**config.mk**
```make
export PLATFORM = sky130hd
export DESIGN_NAME = result_packer
export DESIGN_NICKNAME = d
export VERILOG_FILES = /design/src/rtl/result_packer.sv
export SDC_FILE = /design/constraint.sdc
export NUM_CORES = 1
export LEC_CHECK = 0
export CORE_MARGIN = 3
export CORE_UTILIZATION = 53
export CTS_CLUSTER_DIAMETER = 120
export DETAILED_ROUTE_END_ITERATION = 7
export PLACE_DENSITY = 0.89
export SLEW_MARGIN = 10
export SYNTH_ARGS = -nofsm -noshare
export SYNTH_HDL_FRONTEND = slang
export SYNTH_SLANG_ARGS = --single-unit
export TNS_END_PERCENT = 1
```
**constraint.sdc**
```tcl
create_clock -name clk -period 3.1 [get_ports clk]
set_input_delay 0.62 -clock clk [delete_from_list [all_inputs] [get_ports clk]]
set_output_delay 0.62 -clock clk [all_outputs]
set_load 0.005 [all_outputs]
```
**src/rtl/result_packer.sv**
```systemverilog
// Serializes one measurement record (tag, 48-bit timestamp, 14-bit ADC sample) into
// five 16-bit FIFO words with a 12-bit sequence number, honouring FIFO backpressure.
//
// state | meaning
// IDLE  | waiting for a record; rec_ready high
// W0    | presenting {tag, seq}
// W1    | presenting time[47:32]
// W2    | presenting time[31:16]
// W3    | presenting time[15:0]
// W4    | presenting {2'b00, adc}; seq advances when written
module result_packer (
  input  logic        clk,
  input  logic        rst,
  input  logic        rec_valid,
  input  logic [3:0]  rec_tag,
  input  logic [47:0] rec_time,
  input  logic [13:0] rec_adc,
  output logic        rec_ready,
  input  logic        fifo_full,
  output logic        data_write,
  output logic [15:0] data_out,
  output logic [15:0] drop_count,
  output logic [3:0]  state
);

  typedef enum logic [3:0] {
    S_IDLE = 4'd0,
    S_W0   = 4'd1,
    S_W1   = 4'd2,
    S_W2   = 4'd3,
    S_W3   = 4'd4,
    S_W4   = 4'd5
  } state_t;

  state_t      r_state;
  state_t      w_next_state;
  logic [3:0]  r_tag;
  logic [47:0] r_time;
  logic [13:0] r_adc;
  logic [11:0] r_seq;
  logic [15:0] r_drop_count;
  logic        w_capture;
  logic        w_drop;

  assign rec_ready  = (r_state == S_IDLE);
  assign w_capture  = rec_valid && rec_ready;
  assign w_drop     = rec_valid && !rec_ready;
  assign drop_count = r_drop_count;
  assign state      = r_state;

  // Each word state writes only when the FIFO has room and advances on that same edge.
  always_comb begin
    w_next_state = r_state;
    data_write   = 1'b0;
    data_out     = 16'h0000;
    case (r_state)
      S_IDLE: begin
        if (w_capture) w_next_state = S_W0;
      end
      S_W0: begin
        data_write = !fifo_full;
        data_out   = {r_tag, r_seq};
        if (!fifo_full) w_next_state = S_W1;
      end
      S_W1: begin
        data_write = !fifo_full;
        data_out   = r_time[47:32];
        if (!fifo_full) w_next_state = S_W2;
      end
      S_W2: begin
        data_write = !fifo_full;
        data_out   = r_time[31:16];
        if (!fifo_full) w_next_state = S_W3;
      end
      S_W3: begin
        data_write = !fifo_full;
        data_out   = r_time[15:0];
        if (!fifo_full) w_next_state = S_W4;
      end
      S_W4: begin
        data_write = !fifo_full;
        data_out   = {2'b00, r_adc};
        if (!fifo_full) w_next_state = S_IDLE;
      end
      default: begin
        w_next_state = S_IDLE;
      end
    endcase
  end

  always_ff @(posedge clk) begin
    if (rst) begin
      r_state      <= S_IDLE;
      r_tag        <= '0;
      r_time       <= '0;
      r_adc        <= '0;
      r_seq        <= '0;
      r_drop_count <= '0;
    end else begin
      r_state <= w_next_state;
      if (w_capture) begin
        r_tag  <= rec_tag;
        r_time <= rec_time;
        r_adc  <= rec_adc;
      end
      if (r_state == S_W4 && data_write) r_seq <= r_seq + 12'd1;
      if (w_drop && r_drop_count != 16'hFFFF) r_drop_count <= r_drop_count + 16'd1;
    end
  end

endmodule

```
==> run summary <==
The tools report the hold violation count in the final report as 0. The async set-or-reset flop fraction in the synthesized netlist was 0; the fraction of power consumed by sequential logic was 0.512. Clock tree synthesis found a total of 97 sinks. Walking the worst path, the cells encountered are clkinv_1, nor2_1, a21oi_1, o22ai_1, clkdlybuf4s50_1.

Summing all flip-flop and latch instances after layout gives 1940 sq um. Total power for the finished layout comes to 2.68 mW. The number of buffers between clock root and the deepest sink is 2. Dominant cell type by area after synthesis: sky130_fd_sc_hd__dfxtp_1.

The internal power of the cells totals 1.92 mW. The tools report the total number of placement rows as 32. Ranked by total cell area, the synthesized netlist is headed by sky130_fd_sc_hd__dfxtp_1 (44%), sky130_fd_sc_hd__nand2_1 (12%), sky130_fd_sc_hd__a21oi_1 (11%).

The relative contribution of combinational cells to total power was 0.163; the antenna diode count was 0. Buffers inserted during clock tree synthesis total 9. The transition time at the pin with the least slew margin came out at 0.958 ns. Counting tap cells, the placed design contains a total of 737 instances.

The count of different cell masters after synthesis is 40, and the starting utilization of the core area is 0.555. In this run the tool buffered the top-level ports with 106 buffer cells. The post-route cell area was 5710 sq um. The overall routing resource usage is 0.263. The run gives 0 as the number of remaining DRC errors.

Area of the mapped netlist: 4370 sq um. Detailed placement finished with a half-perimeter wire length of 8.86 mm. Grouping stages by cell kind, the critical path spends the most delay in buffers and inverters. Setup violations remaining at the end of the flow were counted as 0. During synthesis, Yosys emitted a total of 0 warnings. The worst-path maximum fanout is 17, and the number of buffers and inverters on the critical path is 2. The run gives 0.325 as the part of the power in the clock network. The share of synthesized cell area in and, or, nand and nor gates was 0.236; the placeable core region was 7890 sq um.

Most common cell after layout, fill and taps aside: sky130_fd_sc_hd__nand2_1. The depth of the critical timing path with buffers and inverters included works out to 5. The H-tree was split into 3 levels. The startpoint identified for the worst register-to-register timing path is state[0]$_SDFFE_PP0P_. The die covers 9380 sq um. The tool flagged a number of max-cap violations equal to 0. The kind of critical path is flip-flop to output pin. The congestion estimate from routability-driven global placement came to 0.896. After detailed routing, the average wire length per cell comes to 16.4 microns. From synthesis to final layout, the design area changed by 30.6%.

For this design the static power due to leakage is 1.92 nW. The tools report the sort of element at the end of the critical path as an output pin. The count of hold buffers inserted by post-cts repair was 0; the post-synthesis area per instance was 7.80 sq um.

The flow ran to the end, and the final reports show no timing, DRC or antenna violations. Measured in cells, the most critical reg-to-reg path has a length of 7. Clock-pin slew was measured on the worst setup and hold paths at 0.10 ns. The slowest stage of the critical path belongs to the cell sky130_fd_sc_hd__clkdlybuf4s50_1. The final worst-path cycle share came out at 0.942. The tools report the first-pass detailed-route iteration total as 5.

The initial antenna violation count is 0, and the synthesized-area fraction occupied by ao, oa, aoi and oai cells is 0.166. Power spread over the standard cell area amounts to 469 nW/um^2. For this block, the initial DRC count from the detailed router was 293. In this run the count of I/O pins placed on the die edge is 108.

The xor/xnor cell area share of the yosys netlist is 0.0220, and the final count of pins violating max slew is 0. STA classifies the critical path startpoint as a flip-flop. The count of cells along the worst hold path is 2, and the net load switching power is 760 uW. The proportion of synthesized area in mux cells is 0.0787. The proportion of netlist area held by the largest area contributor is 0.444.

The layout has 592 filler cells. For the required time of the critical path, the log shows 2.48 ns. Setup repair after global routing left no endpoint under its margin. The dominant combinational cell family by area after synthesis was simple AND/OR/NAND/NOR gates. The final design utilization came out at 0.724. Post-detailed-routing wire length: 12.3 mm. The tools report the post-layout instance count excluding filler cells as 753.

The run gives 561 as the cell count after synthesis. Most instantiated flip-flop cell in the synthesis netlist: sky130_fd_sc_hd__dfxtp_1. The via count of the first global-routing pass was 4,334. The run gives 0.227 mV as the worst voltage drop across the vdd grid. For the final-layout setup total negative slack, the log shows 0 ns.

The detailed router placed 4,391 vias in this run. The largest single stage delay on the critical path is 0.56 ns. The class of the tightest hold or removal check was flip-flop to flip-flop. Number of synthesized flops with an enable pin: 0. The master cell of the clock root buffer is sky130_fd_sc_hd__clkbuf_8.

The number of nets handed over by synthesis was 633. TritonCTS built the clock tree. The first global-routing pass estimated 20.6 mm of wire. In this run the most critical hold path is launched from r_time[13]$_SDFFE_PP0P_. The fraction of the mapped netlist area in adder cells was 0.00572; the post-route minimum period was 2.92 ns. The floorplan step set the die height to 96.8 microns. The share of cells above drive strength 1 is 0.0568. Counting flops and latches in the post-synthesis netlist gives 97. In this run the register-to-register setup slack is 0.76 ns. The clock reaches the later pin of the worst-skew pair after 0.37 ns.

The critical path starts at state[0]$_SDFFE_PP0P_. The arrival time of the worst setup path came out at 2.30 ns. The maximum clock frequency was 0.342 GHz; the net switching share of the total power was 0.284.

The die is 96.8 microns wide. The worst-case clock skew was 0.00600 ns; the area of the multi-input gates was 2240 sq um. The worst max-slew margin expressed relative to the limit is 0.356, and the total congestion overflow after global routing is 0. The logs give 47 for the largest net degree at the start of global routing and 0.444 for the sequential-to-total area share from yosys stat. The tools report the number of nets in the final layout as 718.

In the layout the commonest cells are sky130_fd_sc_hd__nand2_1 (139), sky130_fd_sc_hd__clkdlybuf4s50_1 (105), sky130_fd_sc_hd__a21oi_1 (97). The cell area after placement came out at 5500 sq um. The number of nets with antenna violations after detailed routing was 0.

Using the TritonRoute via totals, the vias-per-cell ratio works out to 5.83.
## final timing paths
path	end
setup / recovery	data_out[2]
hold reg to reg	r_time[13]$_SDFFE_PP0P_
setup reg to reg	r_tag[0]$_SDFFE_PP0P_
hold / removal	r_time[13]$_SDFFE_PP0P_
## state kept, by name, indices dropped and copies added, names as in the netlist
signal and cells:
r_time 48, drop_count 16, r_adc 14, r_seq 12, r_tag 4, state 3
## worst reg2reg max path: stages (launching register included)
cell	delay [ns]
sky130_fd_sc_hd__dfxtp_1	0.34
sky130_fd_sc_hd__buf_4	0.21
sky130_fd_sc_hd__buf_4	0.22
sky130_fd_sc_hd__nor3_2	0.30
sky130_fd_sc_hd__nand2_2	0.54
sky130_fd_sc_hd__buf_4	0.46
sky130_fd_sc_hd__nand2_1	0.09
sky130_fd_sc_hd__a21oi_1	0.06
## metal layers
| layer | share of wire | vias to the layer above | GRT usage |
|---|---|---|---|
| met4 | 0.031 | 0 | 0.0896 |
| met1 | 0.39 | 2043 | 0.317 |
| met2 | 0.51 | 214 | 0.457 |
| met3 | 0.067 | 35 | 0.0620 |
| li1 | - | 2099 | - |
| met5 | 0 | - | 0 |
## power groups by stage
stage | logic, mW | clock network, mW | registers, mW
final | 0.437 | 0.870 | 1.37
after global routing | 0.481 | 0.927 | 1.38
after CTS | 0.438 | 0.874 | 1.37
after detailed placement | 0.437 | 0 | 1.40
after global placement | 0.423 | 0 | 1.39
after floorplan | 0.253 | 0 | 1.38
## logic make-up after synthesis
family,after synthesis
AND/OR/NAND/NOR,234
AO/OA/AOI/OAI,133
flip-flops,97
buffers and inverters,49
multiplexers,34
XOR/XNOR,11
adder cells (fa/ha/maj),2
other,1
## area by class of cell
| class | count | share of cell area |
|---|---|---|
| Sequential cell | 97 | 0.340 |
| Timing Repair Buffer | 117 | 0.206 |
| Tap cell | 102 | 0.0223 |
| Clock inverter | 7 | 0.0147 |
| Inverter | 6 | 0.00394 |
| Multi-Input combinational cell | 415 | 0.391 |
| Clock buffer | 9 | 0.0217 |
## repair_timing
item,4_1_cts,5_1_grt
setup buffers,0,0
resized for setup,0,1
setup endpoints to repair,0,4
endpoints found under the hold margin,0,0
## metrics by stage
step	setup WS, ns	hold slack [ns]
final	0.178	0.460
after global placement	0.559	0.443
after floorplan	1.07	0.436
after detailed placement	0.490	0.446
after global routing	0.0588	0.478
after CTS	0.157	0.459
## synthesized netlist by cell type (all sizes together) (2+ instances only)
cell / number
a21oi: 97
and4: 2
buf: 17
clkbuf: 26
dfxtp: 97
ha: 2
inv: 5
mux2: 3
mux2i: 31
nand2: 140
nand3: 8
nand4: 8
nor2: 36
nor2b: 4
nor3: 8
nor4: 7
o21ai: 7
o22ai: 14
o31ai: 10
or3: 7
or4: 8
xnor2: 10
No activity file was read; power rests on OpenSTA's default activity.
